===== src/rtl/fp32_16_pipe_pkg.sv =====
`default_nettype none
// ============================================================================
// Module  : fp_pkg
// Brief   : Shared binary32/binary16 constants and stage-1 record types.
// Revision: 1.0
// ============================================================================
package fp_pkg;

    localparam int FP32_BIAS  = 127;
    localparam int FP16_BIAS  = 15;
    localparam int FP32_EXP_W = 8;
    localparam int FP32_MAN_W = 23;
    localparam int FP16_EXP_W = 5;
    localparam int FP16_MAN_W = 10;

    localparam logic [14:0] FP16_INF  = 15'h7C00;
    localparam logic [14:0] FP16_QNAN = 15'h7E00;

    localparam int FLG_NV = 3;
    localparam int FLG_OF = 2;
    localparam int FLG_UF = 1;
    localparam int FLG_NX = 0;

    typedef enum logic [2:0] {
        CLS_ZERO = 3'd0,
        CLS_NORM = 3'd1,
        CLS_SUB  = 3'd2,
        CLS_OVF  = 3'd3,
        CLS_INF  = 3'd4,
        CLS_NAN  = 3'd5
    } cls_t;

    // sig keeps the raw fraction in [22:0] for every class so NaN payload
    // and zero/denormal detection can be done late.
    typedef struct packed {
        logic        sign;
        cls_t        cls;
        logic [23:0] sig;
        logic [4:0]  exp;
        logic [4:0]  shift;
    } s1_t;

endpackage
`default_nettype wire


===== src/rtl/fp32_16_pipe_rne_round.sv =====
`default_nettype none
// ============================================================================
// Module  : fp_rne_round
// Brief   : Combinational round-to-nearest-even on a packed {exp, mantissa}.
// Revision: 1.0
// ============================================================================
module fp_rne_round (
    input  logic [4:0] i_exp,
    input  logic [9:0] i_man,
    input  logic       i_g,
    input  logic       i_s,
    output logic [4:0] o_exp,
    output logic [9:0] o_man,
    output logic       o_carry,
    output logic       o_inexact
);

    logic        w_up;
    logic [15:0] w_sum;

    // Mantissa carry ripples into the exponent, giving subnormal->min-normal for free.
    assign w_up      = i_g & (i_s | i_man[0]);
    assign w_sum     = {1'b0, i_exp, i_man} + {15'd0, w_up};
    assign o_exp     = w_sum[14:10];
    assign o_man     = w_sum[9:0];
    assign o_carry   = w_sum[15];
    assign o_inexact = i_g | i_s;

endmodule
`default_nettype wire


===== src/rtl/fp32_16_pipe.sv =====
`default_nettype none
// ============================================================================
// Module  : fp32_16_pipe
// Brief   : Two-stage valid/ready binary32 -> binary16 converter, RNE, flags.
// Revision: 1.0
// ============================================================================
module fp32_16_pipe
    import fp_pkg::*;
#(
    parameter bit FLUSH_SUB = 1'b0
) (
    input  logic        clk,
    input  logic        reset,
    input  logic        in_valid,
    output logic        in_ready,
    input  logic [31:0] in_data,
    output logic        out_valid,
    input  logic        out_ready,
    output logic [15:0] out_data,
    output logic [3:0]  out_flags
);

    logic        r_v1;
    logic        r_v2;
    s1_t         r_s1;
    logic [15:0] r_data;
    logic [3:0]  r_flags;

    logic        w_adv1;
    logic        w_adv2;
    logic [7:0]  w_e;
    s1_t         w_s1;

    assign w_adv2    = !r_v2 | out_ready;
    assign w_adv1    = !r_v1 | w_adv2;
    assign in_ready  = w_adv1;
    assign out_valid = r_v2;
    assign out_data  = r_data;
    assign out_flags = r_flags;

    assign w_e = in_data[30:23];

    // Exponent arithmetic is done mod 32: e-112 == e[4:0]+16 and 126-e == 30-e[4:0]
    // over the ranges where each result is actually used.
    always_comb begin
        w_s1       = '0;
        w_s1.sign  = in_data[31];
        w_s1.sig   = {(w_e != 8'd0), in_data[22:0]};
        w_s1.exp   = w_e[4:0] + 5'd16;
        w_s1.shift = (w_e <= 8'd100) ? 5'd26 : (5'd30 - w_e[4:0]);
        if (w_e == 8'hFF)
            w_s1.cls = (in_data[22:0] != 23'd0) ? CLS_NAN : CLS_INF;
        else if (w_e == 8'd0)
            w_s1.cls = CLS_ZERO;
        else if (w_e > 8'd142)
            w_s1.cls = CLS_OVF;
        else if (w_e >= 8'd113)
            w_s1.cls = CLS_NORM;
        else
            w_s1.cls = CLS_SUB;
    end

    always_ff @(posedge clk or posedge reset) begin
        if (reset) begin
            r_v1 <= 1'b0;
            r_s1 <= '0;
        end else if (w_adv1) begin
            r_v1 <= in_valid;
            if (in_valid)
                r_s1 <= w_s1;
        end
    end

    logic [4:0]  w_k;
    logic [35:0] w_sub;
    logic [4:0]  w_rin_exp;
    logic [9:0]  w_rin_man;
    logic        w_rin_g;
    logic        w_rin_s;
    logic [4:0]  w_rexp;
    logic [9:0]  w_rman;
    logic        w_rcarry;
    logic        w_rnx;
    logic [15:0] w_data;
    logic [3:0]  w_flags;

    // Shift is at least 14 on the subnormal path, so pre-align by 14 to keep the vector narrow.
    assign w_k   = r_s1.shift - 5'd14;
    assign w_sub = {r_s1.sig, 12'd0} >> w_k;

    always_comb begin
        w_rin_exp = r_s1.exp;
        w_rin_man = r_s1.sig[22:13];
        w_rin_g   = r_s1.sig[12];
        w_rin_s   = |r_s1.sig[11:0];
        if (r_s1.cls == CLS_SUB) begin
            w_rin_exp = 5'd0;
            w_rin_man = w_sub[35:26];
            w_rin_g   = w_sub[25];
            w_rin_s   = |w_sub[24:0];
        end
    end

    fp_rne_round u_round (
        .i_exp     (w_rin_exp),
        .i_man     (w_rin_man),
        .i_g       (w_rin_g),
        .i_s       (w_rin_s),
        .o_exp     (w_rexp),
        .o_man     (w_rman),
        .o_carry   (w_rcarry),
        .o_inexact (w_rnx)
    );

    always_comb begin
        w_data  = {r_s1.sign, 15'd0};
        w_flags = 4'd0;
        case (r_s1.cls)
            CLS_NAN: begin
                w_data          = {r_s1.sign, 5'h1F, 1'b1, r_s1.sig[21:13]};
                w_flags[FLG_NV] = !r_s1.sig[22];
            end
            CLS_INF: w_data = {r_s1.sign, FP16_INF};
            CLS_ZERO: begin
                w_flags[FLG_UF] = |r_s1.sig[22:0];
                w_flags[FLG_NX] = |r_s1.sig[22:0];
            end
            CLS_OVF: begin
                w_data          = {r_s1.sign, FP16_INF};
                w_flags[FLG_OF] = 1'b1;
                w_flags[FLG_NX] = 1'b1;
            end
            CLS_NORM: begin
                if (w_rcarry || (w_rexp == 5'h1F)) begin
                    w_data          = {r_s1.sign, FP16_INF};
                    w_flags[FLG_OF] = 1'b1;
                    w_flags[FLG_NX] = 1'b1;
                end else begin
                    w_data          = {r_s1.sign, w_rexp, w_rman};
                    w_flags[FLG_NX] = w_rnx;
                end
            end
            CLS_SUB: begin
                if (FLUSH_SUB && (w_rexp == 5'd0)) begin
                    w_flags[FLG_UF] = 1'b1;
                    w_flags[FLG_NX] = 1'b1;
                end else begin
                    w_data          = {r_s1.sign, w_rexp, w_rman};
                    w_flags[FLG_UF] = w_rnx;
                    w_flags[FLG_NX] = w_rnx;
                end
            end
            default: begin
                w_data  = {r_s1.sign, 15'd0};
                w_flags = 4'd0;
            end
        endcase
    end

    always_ff @(posedge clk or posedge reset) begin
        if (reset) begin
            r_v2    <= 1'b0;
            r_data  <= 16'h0000;
            r_flags <= 4'h0;
        end else if (w_adv2) begin
            r_v2 <= r_v1;
            if (r_v1) begin
                r_data  <= w_data;
                r_flags <= w_flags;
            end
        end
    end

endmodule
`default_nettype wire


===== config.mk =====
export PLATFORM = sky130hd
export DESIGN_NAME = fp32_16_pipe
export DESIGN_NICKNAME = d
export VERILOG_FILES = /design/src/rtl/fp32_16_pipe_pkg.sv /design/src/rtl/fp32_16_pipe_rne_round.sv /design/src/rtl/fp32_16_pipe.sv
export SDC_FILE = /design/constraint.sdc
export NUM_CORES = 1
export LEC_CHECK = 0
export BUFFER_PORTS_ARGS = -buffer_cell sky130_fd_sc_hd__buf_4
export CORE_MARGIN = 4
export CORE_UTILIZATION = 40
export CTS_BUF_LIST = sky130_fd_sc_hd__clkbuf_16
export CTS_CLUSTER_SIZE = 14
export DETAILED_ROUTE_END_ITERATION = 8
export GPL_TIMING_DRIVEN = 0
export PLACE_DENSITY = 0.67
export SYNTH_ARGS = -nofsm -noshare
export SYNTH_HDL_FRONTEND = slang
export SYNTH_SLANG_ARGS = --single-unit

===== constraint.sdc =====
create_clock -name clk -period 10.2 [get_ports clk]
set_input_delay 2.04 -clock clk [delete_from_list [all_inputs] [get_ports clk]]
set_output_delay 2.04 -clock clk [all_outputs]
set_load 0.005 [all_outputs]

==> flow_summary.json <==
{
  "ys_warn_count": 0,
  "finalWirelength_mm": 13.9,
  "vdd.ir_drop.worst_uv": 82.7,
  "fin_skew_ns": 0.00471,
  "cts_max_level": 3,
  "hold_violations": 0,
  "fin_crit_sh": 0.449,
  "tritoncts": "built",
  "area.growth.synth_to_final_pct": 19.3,
  "grt_max_degree": 39,
  "p_per_area_nw_per_um2": 180,
  "clkTransAtPathRegs_ns": 0.05,
  "drive_above_1_share": 0.214,
  "layout_setup_ws_ns": 5.62,
  "core_sq_um": 11400,
  "yosysMostFrequentCell": "nand2_1",
  "synth_edf_count": 0,
  "wl_met2_mm": 6.41,
  "grt_pass1_vias": 4305,
  "seq_area_frac_synth": 0.323,
  "antenna_found_initial": 0,
  "r2r_cells": 14,
  "maxUsedRoutingLayer": "met4",
  "place_congestion": 0.939,
  "violations": "DRC",
  "fin_util": 0.487,
  "overflow": 0,
  "slew_headroom": 0.489,
  "tightestPinTransition_ns": 0.764,
  "worst-path-max-fanout": 4,
  "finalNonFillerCells": 764,
  "setup_viol": 0,
  "grt_first_pass_wirelength_mm": 22.5,
  "endpoint_kind": "output pin",
  "place_ws_ns": 5.63,
  "fin_crit_ns": 4.58,
  "critPathLaunchType": "input pin",
  "route.met3.wl_um": 889,
  "rsz0062_at_grt": "false",
  "synth_top_area_share": 0.323,
  "yosys-top-cells-count": "121 x nand2_1, 60 x dfrtp_1, 41 x nor2_1, 23 x a21oi_1, 22 x clkbuf_1",
  "total_power_mw": 0.996,
  "post-place-cells": 749,
  "path_class": "input pin to output pin",
  "fillCellCount": 1098,
  "clk_latency_ns": 0.34,
  "ys_ff_latch": 60,
  "leakagePower_nw": 2.50,
  "start_util": 0.409,
  "track_usage": 0.214,
  "hold_path_class": "register to register",
  "diodes": 0,
  "synthArstFlopShare": 1.00,
  "cts_made_buffers": 9,
  "vias": 4516,
  "die_w_um": 116,
  "port_buffers": 55,
  "wl_per_cell_um": 18.1,
  "fmax_ghz": 0.218,
  "io_pins": 58,
  "hpwl_mm": 10.5,
  "crit_required_ns": 8.16,
  "drc": 1,
  "clk_path_buf_depth": 2,
  "fp.dieH_um": 116,
  "drv_cap": 0,
  "numClockSinks": 60,
  "ant_nets": 0,
  "synth_area_leaders": "dfrtp_1 32%, nand2_1 9.8%, mux2i_1 4.5%",
  "critical_path_arrival_ns": 2.54,
  "wl_met1_mm": 6.22,
  "rows": 39,
  "slew_violations": 0,
  "outcome": "finished, violations left",
  "synth.net_count": 592,
  "viasPerCell": 5.91,
  "firstDrtPassIters": 7,
  "root_buffer": "clkbuf_16",
  "final_nets": 659,
  "holdBufCountCts": 0,
  "drtIter0Drc": 429,
  "syn_area_sq_um": 4650,
  "post_cts_buffers": 0,
  "dieArea_sq_um": 13400,
  "synth_cell_types": 85,
  "synth.largest_area_cell": "dfrtp_1",
  "syn_area_per_cell_sq_um": 8.45,
  "holdPathStages": 2,
  "cts_resized": 0,
  "syn-instance-count": 550,
  "ys.flop_type": "dfrtp_1",
  "setup_tns_ns": 0
}
critical path: stages:
cell	delay (ns)
buf_4	0.11
nand3b_1	0.21
buf_4	0.18
worst paths after layout:
| check | from | end | slack (ns) |
|---|---|---|---|
| max | out_ready | in_ready | 5.62 |
| max in group asynchronous | reset | r_s1[18] | 7.87 |
| min | out_data[15] | out_data[15] | 0.48 |
| min reg2reg | out_data[15] | out_data[15] | 0.48 |
| max reg2reg | r_s1[1] | out_data[11] | 6.14 |
| min in group asynchronous | reset | out_valid | 1.74 |
flip-flops by register name, summed over array words and instances, names as in the netlist:
signal and count:
r_v1 1, r_s1 38, out_data 16, out_flags 4, out_valid 1
kinds of logic after synthesis:
kind of cell,count (synthesis),synth area share
xor gates and xnor gates,15,0.0299
DFF,60,0.323
adders and majority gates,6,0.0162
AOI/OAI and AO/OA,125,0.204
muxes,32,0.0856
buffers and inverters,53,0.0730
and+or+nand+nor,259,0.268
placed cells by master, fill, tap and decap left out, types with 13 or more instances in the layout:
cell type,count
a21oi_1,23
clkbuf_1,22
dfrtp_1,60
nor2_1,41
buf_4,58
nor3_1,15
nand3_1,18
o21ai_0,20
mux2i_1,21
inv_1,13
nand2_1,121
routing by layer:
layer,vias up,GRT usage
met3,30,0.0339
li1,2124,-
met2,194,0.323
met4,0,0.0951
met5,-,0
met1,2168,0.302
through the flow:
stage	hold WS (ns)	instance area, sq um
floorplan	0.439	4650
CTS	0.485	5540
finish	0.482	5540
global placement	0.467	5240
detailed placement	0.475	5260
global route	0.507	5540
where the power goes:
| part | switching [mW] | internal [mW] |
|---|---|---|
| registers | 0.0375 | 0.277 |
| logic | 0.220 | 0.166 |
| clock network | 0.110 | 0.185 |
cell type report:
class                   instances  area (sq um)  share of cell area
plain buffers                  39           287              0.0517
clock buffers                   9           225              0.0407
clock inverters                 6          57.6              0.0104
inverters                      14          52.6             0.00949
multi-input cells             437          2810               0.506
flip-flops and latches         60          1500               0.271
well taps                     143           179              0.0323
repair buffers                 56           433              0.0781
Power figures use the tool's default switching activity.
